--- config.mk ---
export PLATFORM = sky130hd
export DESIGN_NAME = audio_i2s_tx
export DESIGN_NICKNAME = d
export VERILOG_FILES = /design/src/rtl/audio_i2s_pkg.sv /design/src/rtl/audio_i2s_tx_frac_tick_gen.sv /design/src/rtl/audio_i2s_tx.sv
export SDC_FILE = /design/constraint.sdc
export NUM_CORES = 1
export LEC_CHECK = 0
export ABC_AREA = 1
export CORE_MARGIN = 2
export CORE_UTILIZATION = 58
export DETAILED_ROUTE_END_ITERATION = 7
export PLACE_DENSITY = 0.81
export SYNTH_ARGS = -nofsm -noshare
export SYNTH_HDL_FRONTEND = slang
export SYNTH_SLANG_ARGS = --single-unit
--- constraint.sdc ---
create_clock -name clk -period 2.7 [get_ports clk]
set_input_delay 0.54 -clock clk [delete_from_list [all_inputs] [get_ports clk]]
set_output_delay 0.54 -clock clk [all_outputs]
set_load 0.01 [all_outputs]
--- src/rtl/audio_i2s_pkg.sv ---
// Shared constants for the WM8731 I2S DAC path.
// Frame geometry (64 BCLK per frame, 32 per slot) and BCLK toggle rates per sample rate.
// rate_inc() maps the sample-rate select onto a phase-accumulator increment.
package audio_i2s_pkg;

    localparam int SLOT_BITS  = 32;
    localparam int FRAME_BITS = 2 * SLOT_BITS;
    localparam int DATA_W     = 16;

    // Phase increment per clk is the BCLK toggle rate (2 * 64 * Fs) in Hz.
    localparam int INC_W = 24;
    localparam logic [INC_W-1:0] BCLK_TOGGLE_48K = 24'd6_144_000;
    localparam logic [INC_W-1:0] BCLK_TOGGLE_96K = 24'd12_288_000;

    function automatic logic [INC_W-1:0] rate_inc(input logic rate_96k);
        return rate_96k ? BCLK_TOGGLE_96K : BCLK_TOGGLE_48K;
    endfunction

endpackage

--- src/rtl/audio_i2s_tx_frac_tick_gen.sv ---
// Fractional clock divider: tick is asserted in clk cycles where the phase accumulator wraps.
// Latency: tick is combinational from the current accumulator and inc (same-cycle).
// No backpressure; free-running whenever reset is low.
//
// Ports: clk, reset (async, active-high), inc (phase step per clk, Hz), tick (wrap pulse).
module frac_tick_gen #(
    parameter int CLK_RATE = 50_000_000,
    parameter int INC_W    = audio_i2s_pkg::INC_W
) (
    input  logic             clk,
    input  logic             reset,
    input  logic [INC_W-1:0] inc,
    output logic             tick
);

    // One spare bit over clog2(CLK_RATE) so acc + inc can never overflow.
    localparam int ACC_W = $clog2(CLK_RATE) + 1;
    localparam int unsigned LIMIT_I = CLK_RATE;
    localparam logic [ACC_W:0] LIMIT = LIMIT_I[ACC_W:0];

    logic [ACC_W-1:0] acc;
    logic [ACC_W-1:0] acc_nxt;
    logic [ACC_W:0]   sum;

    always_comb begin
        sum     = {1'b0, acc} + {{(ACC_W + 1 - INC_W){1'b0}}, inc};
        tick    = (sum >= LIMIT);
        // Remainder carries over, so the long-run tick rate is exact.
        acc_nxt = tick ? ACC_W'(sum - LIMIT) : ACC_W'(sum);
    end

    always_ff @(posedge clk or posedge reset) begin
        if (reset) begin
            acc <= '0;
        end else begin
            acc <= acc_nxt;
        end
    end

endmodule

--- src/rtl/audio_i2s_tx.sv ---
// I2S transmitter for the WM8731 DAC: serialises a stereo sample pair per 64-BCLK frame.
// Latency: samples captured at frame start (BCLK fall, n==0); left MSB appears one BCLK later.
// No backpressure: inputs are sampled once per frame, signalled by sample_strobe.
//
// Ports: clk, reset (async, active-high), sample_rate (0=48k, 1=96k, applied at frame start),
//        left_in/right_in (two's complement), i2s_bclk/i2s_lrclk/i2s_data, sample_strobe.
module audio_i2s_tx #(
    parameter int CLK_RATE  = 50_000_000,
    parameter int DATA_W    = audio_i2s_pkg::DATA_W,
    parameter int SLOT_BITS = audio_i2s_pkg::SLOT_BITS
) (
    input  logic              clk,
    input  logic              reset,
    input  logic              sample_rate,
    input  logic [DATA_W-1:0] left_in,
    input  logic [DATA_W-1:0] right_in,
    output logic              i2s_bclk,
    output logic              i2s_lrclk,
    output logic              i2s_data,
    output logic              sample_strobe
);

    import audio_i2s_pkg::*;

    localparam int FRAME_N = 2 * SLOT_BITS;
    localparam int CNT_W   = $clog2(FRAME_N);

    localparam logic [CNT_W-1:0] N_START     = '0;
    localparam logic [CNT_W-1:0] N_LEFT_MSB  = CNT_W'(1);
    localparam logic [CNT_W-1:0] N_RIGHT_WS  = CNT_W'(SLOT_BITS);
    localparam logic [CNT_W-1:0] N_RIGHT_MSB = CNT_W'(SLOT_BITS + 1);
    localparam logic [CNT_W-1:0] N_RESET     = CNT_W'(FRAME_N - 1);

    logic              tick;
    logic              rate_q;
    logic [INC_W-1:0]  inc;
    logic [CNT_W-1:0]  cnt;
    logic [CNT_W-1:0]  n;
    logic [DATA_W-1:0] hold_l;
    logic [DATA_W-1:0] hold_r;
    logic [DATA_W-1:0] shreg;

    // rate_q only moves at frame start, so a rate change never splits a frame.
    assign inc = rate_inc(rate_q);

    frac_tick_gen #(
        .CLK_RATE (CLK_RATE),
        .INC_W    (INC_W)
    ) u_tick (
        .clk   (clk),
        .reset (reset),
        .inc   (inc),
        .tick  (tick)
    );

    // Bit position of the slot being entered at the next BCLK fall; wraps at frame length.
    always_comb begin
        n = cnt + CNT_W'(1);
    end

    always_ff @(posedge clk or posedge reset) begin
        if (reset) begin
            i2s_bclk      <= 1'b0;
            i2s_lrclk     <= 1'b0;
            i2s_data      <= 1'b0;
            sample_strobe <= 1'b0;
            cnt           <= N_RESET;
            rate_q        <= 1'b0;
            hold_l        <= '0;
            hold_r        <= '0;
            shreg         <= '0;
        end else begin
            sample_strobe <= 1'b0;
            if (tick) begin
                i2s_bclk <= ~i2s_bclk;
                // Data side moves only on the 1->0 toggle so the codec samples on the rise.
                if (i2s_bclk) begin
                    cnt <= n;
                    if (n == N_START) begin
                        i2s_lrclk     <= 1'b0;
                        hold_l        <= left_in;
                        hold_r        <= right_in;
                        rate_q        <= sample_rate;
                        sample_strobe <= 1'b1;
                        i2s_data      <= 1'b0;
                    end else if (n == N_LEFT_MSB) begin
                        // MSB lags the word-select edge by one BCLK (I2S framing).
                        shreg    <= hold_l;
                        i2s_data <= hold_l[DATA_W-1];
                    end else if (n == N_RIGHT_WS) begin
                        i2s_lrclk <= 1'b1;
                        i2s_data  <= 1'b0;
                    end else if (n == N_RIGHT_MSB) begin
                        shreg    <= hold_r;
                        i2s_data <= hold_r[DATA_W-1];
                    end else begin
                        // Zero fill pads the slot tail after the LSB.
                        shreg    <= shreg << 1;
                        i2s_data <= shreg[DATA_W-2];
                    end
                end
            end
        end
    end

endmodule

==> results of run 1 <==
-- report_power, final --
group          switching [mW]  total (mW)  internal (mW)
clock network           0.433       0.822          0.388
registers                   0        1.17           1.17
logic                  0.0301      0.0766         0.0465
total                   0.463        2.07           1.60
-- stage by stage --
stage	util, %	setup TNS [ns]	setup WS [ns]
final	74.4	0	0.0721
after global routing	74.4	-1.04	-0.0575
after CTS	68.8	0	0.0197
after detailed placement	66.2	0	0.00915
after global placement	66.2	0	0.0587
after floorplan	-	0	0.175
-- registers in the layout, summed over array words and instances (netlist names) --
| name | count |
|---|---|
| cnt | 6 |
| hold_l | 16 |
| i2s_data | 1 |
| hold_r | 16 |
| rate_q | 1 |
| sample_strobe | 1 |
| shreg | 15 |
| u_tick.acc | 20 |
| i2s_lrclk | 1 |
| i2s_bclk | 1 |
-- cells in the final DEF, fill, tap and decap left out, types with 2 or more instances in the layout --
cell type / n
xnor2_1: 2
a21oi_1: 5
clkbuf_8: 11
nand3_2: 7
inv_1: 45
dfstp_2: 6
a21oi_4: 2
clkdlybuf4s50_1: 38
clkbuf_16: 3
nand2_1: 289
nor2_4: 2
o21ai_1: 4
nand3_4: 3
nand3_1: 48
ha_4: 6
o21ai_0: 15
xor2_1: 7
dfrtp_1: 72
nand2_4: 2
buf_6: 2
inv_2: 8
nor2_2: 7
nand3b_1: 5
ha_1: 5
buf_12: 4
nor2_1: 26
buf_4: 19
nand4_1: 26
nand2_2: 19
-- final cells by class --
class / instances / area (um^2) / share of cell area, %
sequential: 78 / 1960 / 34.4
multi-input combinational: 489 / 2480 / 43.7
clock buffer: 12 / 155 / 2.73
inverter: 54 / 219 / 3.85
clock inverter: 4 / 30.0 / 0.528
tap: 102 / 128 / 2.24
timing repair buffer: 67 / 716 / 12.6
-- critical path: cells and delay by family (launching register included) --
family / cells / cell delay (ns)
simple gates: 13 / 1.35
fa+ha+maj: 1 / 0.29
flops: 1 / 0.39
buf+inv: 4 / 0.49
-- routing by layer --
layer	routed length, um	part of all wire [%]
met1	5130	43
met2	5750	49
met3	633	5.3
met4	324	2.7
met5	0	0
-- timing repair --
action,4_1_cts,5_1_grt
gates resized for setup,2,65
pin swaps,0,19
hold endpoints to repair,0,0
endpoints found under the setup margin,4,78
gates cloned,0,7
setup buffers,0,7
-- cell families after synthesis --
kind of cell    share of synthesized area (%)
simple gates                             40.8
flops                                    43.4
buf+inv                                  7.35
compound gates                           3.30
fa+ha+maj                                3.33
xor+xnor                                 1.75
-- final timing paths --
| check | start | to | slack, ns | cells past startpoint |
|---|---|---|---|---|
| worst max-delay path | rate_q$_DFFE_PP0P_ | hold_l[7]$_DFFE_PP0P_ | 0.07 | 18 |
| worst max register to register | rate_q$_DFFE_PP0P_ | hold_l[7]$_DFFE_PP0P_ | 0.07 | 18 |
| max in group asynchronous | reset | cnt[2]$_DFFE_PP1P_ | 1.66 | 3 |
| min in group clk | shreg[4]$_DFFE_PP0P_ | shreg[4]$_DFFE_PP0P_ | 0.47 | 2 |
| worst min-delay path | reset | u_tick.acc[7]$_DFFE_PP0P_ | 0.43 | 2 |
| worst min register to register | shreg[4]$_DFFE_PP0P_ | shreg[4]$_DFFE_PP0P_ | 0.47 | 2 |
==> results.json, run 1 <==
{
  "outcome": "finished, final reports clean",
  "clock-sinks": 78,
  "syn_nets": 686,
  "seq_area_frac_synth_pct": 43.4,
  "p_leak_nw": 2.78,
  "clk_path_buf_depth": 2,
  "ys_ff_latch": 78,
  "dr.pass1.iters": 5,
  "power_mw": 2.07,
  "gp_congestion": 0.936,
  "peakVddDrop_v": 0.000365,
  "hpwlAfterDp_mm": 7.62,
  "worstPathRequired_ns": 2.94,
  "clock-skew-final_ns": 0.0142,
  "synth_cell_types": 32,
  "maxCapViolations": 0,
  "crit_type": "flip-flop to flip-flop",
  "path_max_fanout": 12,
  "syn_area_per_cell_um2": 7.06,
  "async_flop_share_pct": 100,
  "worst_slew_pin_slew_ns": 0.459,
  "synth_edf_count": 0,
  "grt_antenna_before_repair": 0,
  "setup_viol": 0,
  "drt_iter0_drc": 436,
  "cts_tree": "yes",
  "use_met3_pct": 3.53,
  "p_per_area_nw_per_um2": 363,
  "grt_pass1_wl_mm": 18.1,
  "netlist.area_leader.share_pct": 39.9,
  "layout.cells.non_filler": 806,
  "insertion_delay_ns": 0.35,
  "grt_use_met2_pct": 45.2,
  "synth-main-ff-cell": "dfrtp_1",
  "grt_pass1_vias": 4024,
  "cp_slowest_stage_delay_ns": 0.39,
  "portBuffers": 38,
  "finalMaxSlewViolations": 0,
  "routed_via_density": 5.52,
  "use_met1_pct": 34.9,
  "crit_path_start_kind": "flip-flop",
  "die_w_um": 92.2,
  "dpl_cell_area_um2": 5070,
  "vias": 4448,
  "rows": 32,
  "design_area_um2": 5690,
  "numCtsBuffers": 9,
  "wl_mm": 11.8,
  "cts-hold-fix-buffers": 0,
  "dp_cells": 777,
  "die_h_um": 92.2,
  "start_util_pct": 59.0,
  "cp_slowest_cell": "dfrtp_1",
  "drive_above_1_share_pct": 15.9,
  "yosysWarnings": 0,
  "period_minus_slack_ns": 2.63,
  "yosysMostFrequentCell": "nand2_1",
  "drc": 0,
  "ant_nets": 0,
  "cts-root-buf": "clkbuf_8",
  "path_clk_slew_ns": 0.08,
  "synth_area_leaders": "dfrtp_1 40%, nand2_1 26%, nand3_1 6.0%",
  "hold_viol_final": 0,
  "fin_crit_sh_pct": 97.3,
  "relSlewSlack_pct": 69.4,
  "synthToLayoutAreaGrowth_pct": 26.2,
  "syn_inst": 639,
  "top_usage_layer": "met2",
  "crit_arrival_ns": 2.87,
  "worstHoldPathType": "primary input to async pin",
  "wire_per_inst_um": 14.7,
  "htreeDepth": 3,
  "diodes": 0,
  "whs_ns": 0.434,
  "synth_common_cells": "309 x nand2_1, 72 x dfrtp_1, 54 x nand3_1",
  "yosysTopAreaCell": "dfrtp_1",
  "synth_area_um2": 4510,
  "grt_overflow": 0,
  "path_cells": "buf_4 > ha_4 > nand2_1 > nand2_2 > inv_1 > nand2_2 > inv_1 > nand3b_1 > nand2_2 > nor2_4 > nand2_1 > nor2_1 > nand2_2 > nand3_4 > nand2_8 > buf_12 > nand2_1 > nand2_1",
  "ioPinCount": 39,
  "nets": 746,
  "dieArea_um2": 8500,
  "globalRouteTotalUtil_pct": 26.6,
  "fillCellCount": 582,
  "cp-end-kind": "flip-flop",
  "core_area_um2": 7650,
  "grt_max_degree": 50,
  "fmaxAchievable_ghz": 0.381
}
No activity file was read; power rests on OpenSTA's default activity.
==> inputs of run 2 (changes only) <==
--- a/config.mk
+++ b/config.mk
@@ -8,6 +8,7 @@
 export ABC_AREA = 1
 export CORE_MARGIN = 2
 export CORE_UTILIZATION = 58
+export CTS_CLUSTER_DIAMETER = 50
 export DETAILED_ROUTE_END_ITERATION = 7
 export PLACE_DENSITY = 0.81
 export SYNTH_ARGS = -nofsm -noshare
==> results of run 2 <==
Same layout as run 1: the final DEF is identical, and so are final timing and power.
==> inputs of run 3 (changes only) <==
--- a/config.mk
+++ b/config.mk
@@ -5,12 +5,12 @@
 export SDC_FILE = /design/constraint.sdc
 export NUM_CORES = 1
 export LEC_CHECK = 0
-export ABC_AREA = 1
+export ABC_AREA = 0
 export CORE_MARGIN = 2
-export CORE_UTILIZATION = 58
+export CORE_UTILIZATION = 62
 export CTS_CLUSTER_DIAMETER = 50
 export DETAILED_ROUTE_END_ITERATION = 7
-export PLACE_DENSITY = 0.81
+export PLACE_DENSITY = 0.87
 export SYNTH_ARGS = -nofsm -noshare
 export SYNTH_HDL_FRONTEND = slang
 export SYNTH_SLANG_ARGS = --single-unit
==> constraint.sdc (replaced) <==
create_clock -name clk -period 3.1 [get_ports clk]
set_input_delay 0.62 -clock clk [delete_from_list [all_inputs] [get_ports clk]]
set_output_delay 0.62 -clock clk [all_outputs]
set_load 0.01 [all_outputs]
==> results.json, run 3 <==
{
  "final_util_pct": 85.7,
  "clock-sinks": 78,
  "die_w_um": 84.7,
  "drive_above_1_share_pct": 31.1,
  "worst_slew_pin_slew_ns": 0.648,
  "vias": 3560,
  "ioPinCount": 39,
  "synth-main-ff-cell": "dfrtp_1",
  "diodes": 0,
  "grt_overflow": 0,
  "gp_congestion": 0.866,
  "wire_per_inst_um": 22.6,
  "syn_nets": 425,
  "fmaxAchievable_ghz": 0.286,
  "netlist.area_leader.share_pct": 44.7,
  "p_per_area_nw_per_um2": 348,
  "dieArea_um2": 7170,
  "start_util_pct": 63.9,
  "setup_viol": 66,
  "ys_ff_latch": 78,
  "largest_register_ffs": 20,
  "dp_cells": 521,
  "cts-root-buf": "clkbuf_8",
  "die_h_um": 84.7,
  "yosysWarnings": 0,
  "cp_slowest_stage_delay_ns": 0.52,
  "p_leak_nw": 2.45,
  "htreeDepth": 3,
  "drt_iter0_drc": 282,
  "crit_arrival_ns": 3.75,
  "syn_inst": 378,
  "regMostFlops": "u_tick.acc",
  "violations": "negative setup slack",
  "finalMaxSlewViolations": 0,
  "syn_area_per_cell_um2": 10.7,
  "routed_via_density": 6.48,
  "crit_type": "flip-flop to flip-flop",
  "yosysMostFrequentCell": "dfrtp_1",
  "clock-skew-final_ns": 0.0137,
  "peakVddDrop_v": 0.000440,
  "synth_cell_types": 53,
  "cts-hold-fix-buffers": 0,
  "path_clk_slew_ns": 0.08,
  "synth_area_um2": 4030,
  "path_max_fanout": 8,
  "maxCapViolations": 0,
  "grt_antenna_before_repair": 0,
  "grt_pass1_wl_mm": 19.5,
  "synth_edf_count": 0,
  "dr.pass1.iters": 5,
  "reg_top3": "u_tick.acc x20, hold_l x16, hold_r x16",
  "layout_common_cells": "72 x dfrtp_1, 46 x buf_4, 38 x clkdlybuf4s50_1",
  "grt_max_degree": 39,
  "cts_tree": "yes",
  "clk_path_buf_depth": 2,
  "core_area_um2": 6310,
  "synth_area_leaders": "dfrtp_1 45%, mux2_2 8.4%, xnor2_1 4.6%",
  "seq_area_frac_synth_pct": 48.6,
  "synthToLayoutAreaGrowth_pct": 34.1,
  "hold_viol_final": 0,
  "fin_crit_sh_pct": 113,
  "cp_slowest_cell": "or4_4",
  "wl_mm": 12.4,
  "insertion_delay_ns": 0.37,
  "yosysTopAreaCell": "dfrtp_1",
  "layout_commonest_cell": "dfrtp_1",
  "hpwlAfterDp_mm": 6.67,
  "rows": 29,
  "cp-end-kind": "flip-flop",
  "synth_common_cells": "72 x dfrtp_1, 37 x nand2_1, 34 x nor2_1",
  "async_flop_share_pct": 100,
  "path_cells": "inv_2 > ha_4 > or4_4 > a21o_4 > nor4_4 > o31ai_2 > o31a_1 > o21ai_4 > nand2_2 > nor3b_4 > buf_6 > buf_12 > mux2_4",
  "period_minus_slack_ns": 3.50,
  "numCtsBuffers": 9,
  "crit_path_start_kind": "flip-flop",
  "layout.cells.non_filler": 549,
  "portBuffers": 38,
  "drc": 0,
  "ant_nets": 0,
  "outcome": "complete, but fails checks",
  "worstHoldPathType": "flip-flop to flip-flop",
  "rsz0062_at_grt": "true",
  "power_mw": 1.88,
  "fin_ws_ns": -0.400,
  "globalRouteTotalUtil_pct": 36.0,
  "grt_pass1_vias": 3662,
  "worstPathRequired_ns": 3.35,
  "nets": 514,
  "relSlewSlack_pct": 56.5
}
[run 3: cell count changes after synthesis, moves of 18 or more]
cell / previous run / this run
inv_1: 50 / 10
mux2_2: 0 / 30
mux2i_1: 0 / 18
nand2_1: 309 / 37
nand3_1: 54 / 5
nand4_1: 26 / 2
xnor2_1: 2 / 21
[run 3: repair_timing]
item	in CTS	in global routing
pin swaps	9	5
gates resized for setup	38	22
endpoints found under the hold margin	0	0
setup endpoints to repair	56	69
buffers inserted	6	7
gates cloned	2	0
[run 3: worst paths after layout]
check / from / endpoint / slack (ns) / depth (start not counted)
min in group asynchronous: reset / u_tick.acc[8]$_DFFE_PP0P_ / 0.64 / 2
max: rate_q$_DFFE_PP0P_ / rate_q$_DFFE_PP0P_ / -0.40 / 13
max reg2reg: rate_q$_DFFE_PP0P_ / rate_q$_DFFE_PP0P_ / -0.40 / 13
min reg2reg: shreg[0]$_DFFE_PP0P_ / shreg[0]$_DFFE_PP0P_ / 0.50 / 2
min: shreg[0]$_DFFE_PP0P_ / shreg[0]$_DFFE_PP0P_ / 0.50 / 2
max in group asynchronous: reset / cnt[0]$_DFFE_PP1P_ / 1.72 / 3
[run 3: through the flow]
stage / TNS (ns) / hold slack [ns] / area [um^2] / worst slack, ns
after floorplan: -7.10 / 0.449 / 4110 / -0.237
after global placement: -2.34 / 0.461 / 4880 / -0.0907
after detailed placement: -8.20 / 0.479 / 4880 / -0.247
after CTS: -6.79 / 0.499 / 5320 / -0.221
after global routing: -21.54 / 0.526 / 5410 / -0.453
final: -16.57 / 0.499 / 5410 / -0.400
[run 3: layout make-up]
cell class                 count  area (um^2)
inverter                      10         37.5
tap                           77         96.3
multi-input combinational    276         2260
timing repair buffer          92          858
clock inverter                 6         71.3
clock buffer                  10          128
sequential                    78         1960
fill                         295          905
[run 3: layer usage]
layer | wire length, um | track usage, % | vias to the layer above
met5 | 0 | 0 | -
li1 | - | - | 1512
met1 | 4560 | 42.6 | 1754
met2 | 6160 | 60.6 | 225
met4 | 720 | 18.6 | 0
met3 | 974 | 9.34 | 69
[run 3: kinds of logic after synthesis]
group / count (synthesis) / synth area share, %
and+or+nand+nor: 107 / 12.8
AOI/OAI and AO/OA: 75 / 11.6
buffers and inverters: 24 / 2.79
adders and majority gates: 12 / 3.72
DFF: 78 / 48.6
muxes: 51 / 13.7
xor gates and xnor gates: 31 / 6.73
[run 3: report_power, final]
group | leakage (nW) | total [mW] | internal (mW) | switching (mW)
combinational | 1.30 | 0.0717 | 0.0417 | 0.0300
clock | 0.0984 | 0.796 | 0.379 | 0.417
sequential | 1.05 | 1.02 | 1.02 | 0
[run 3: critical path, delay by kind of cell (launching register included)]
| family | cells | cell delay, ns |
|---|---|---|
| flip-flops | 1 | 0.43 |
| adder cells (fa/ha/maj) | 1 | 0.17 |
| buffers and inverters | 3 | 0.42 |
| AND/OR/NAND/NOR | 4 | 1.11 |
| multiplexers | 1 | 0.31 |
| AO/OA/AOI/OAI | 4 | 0.94 |
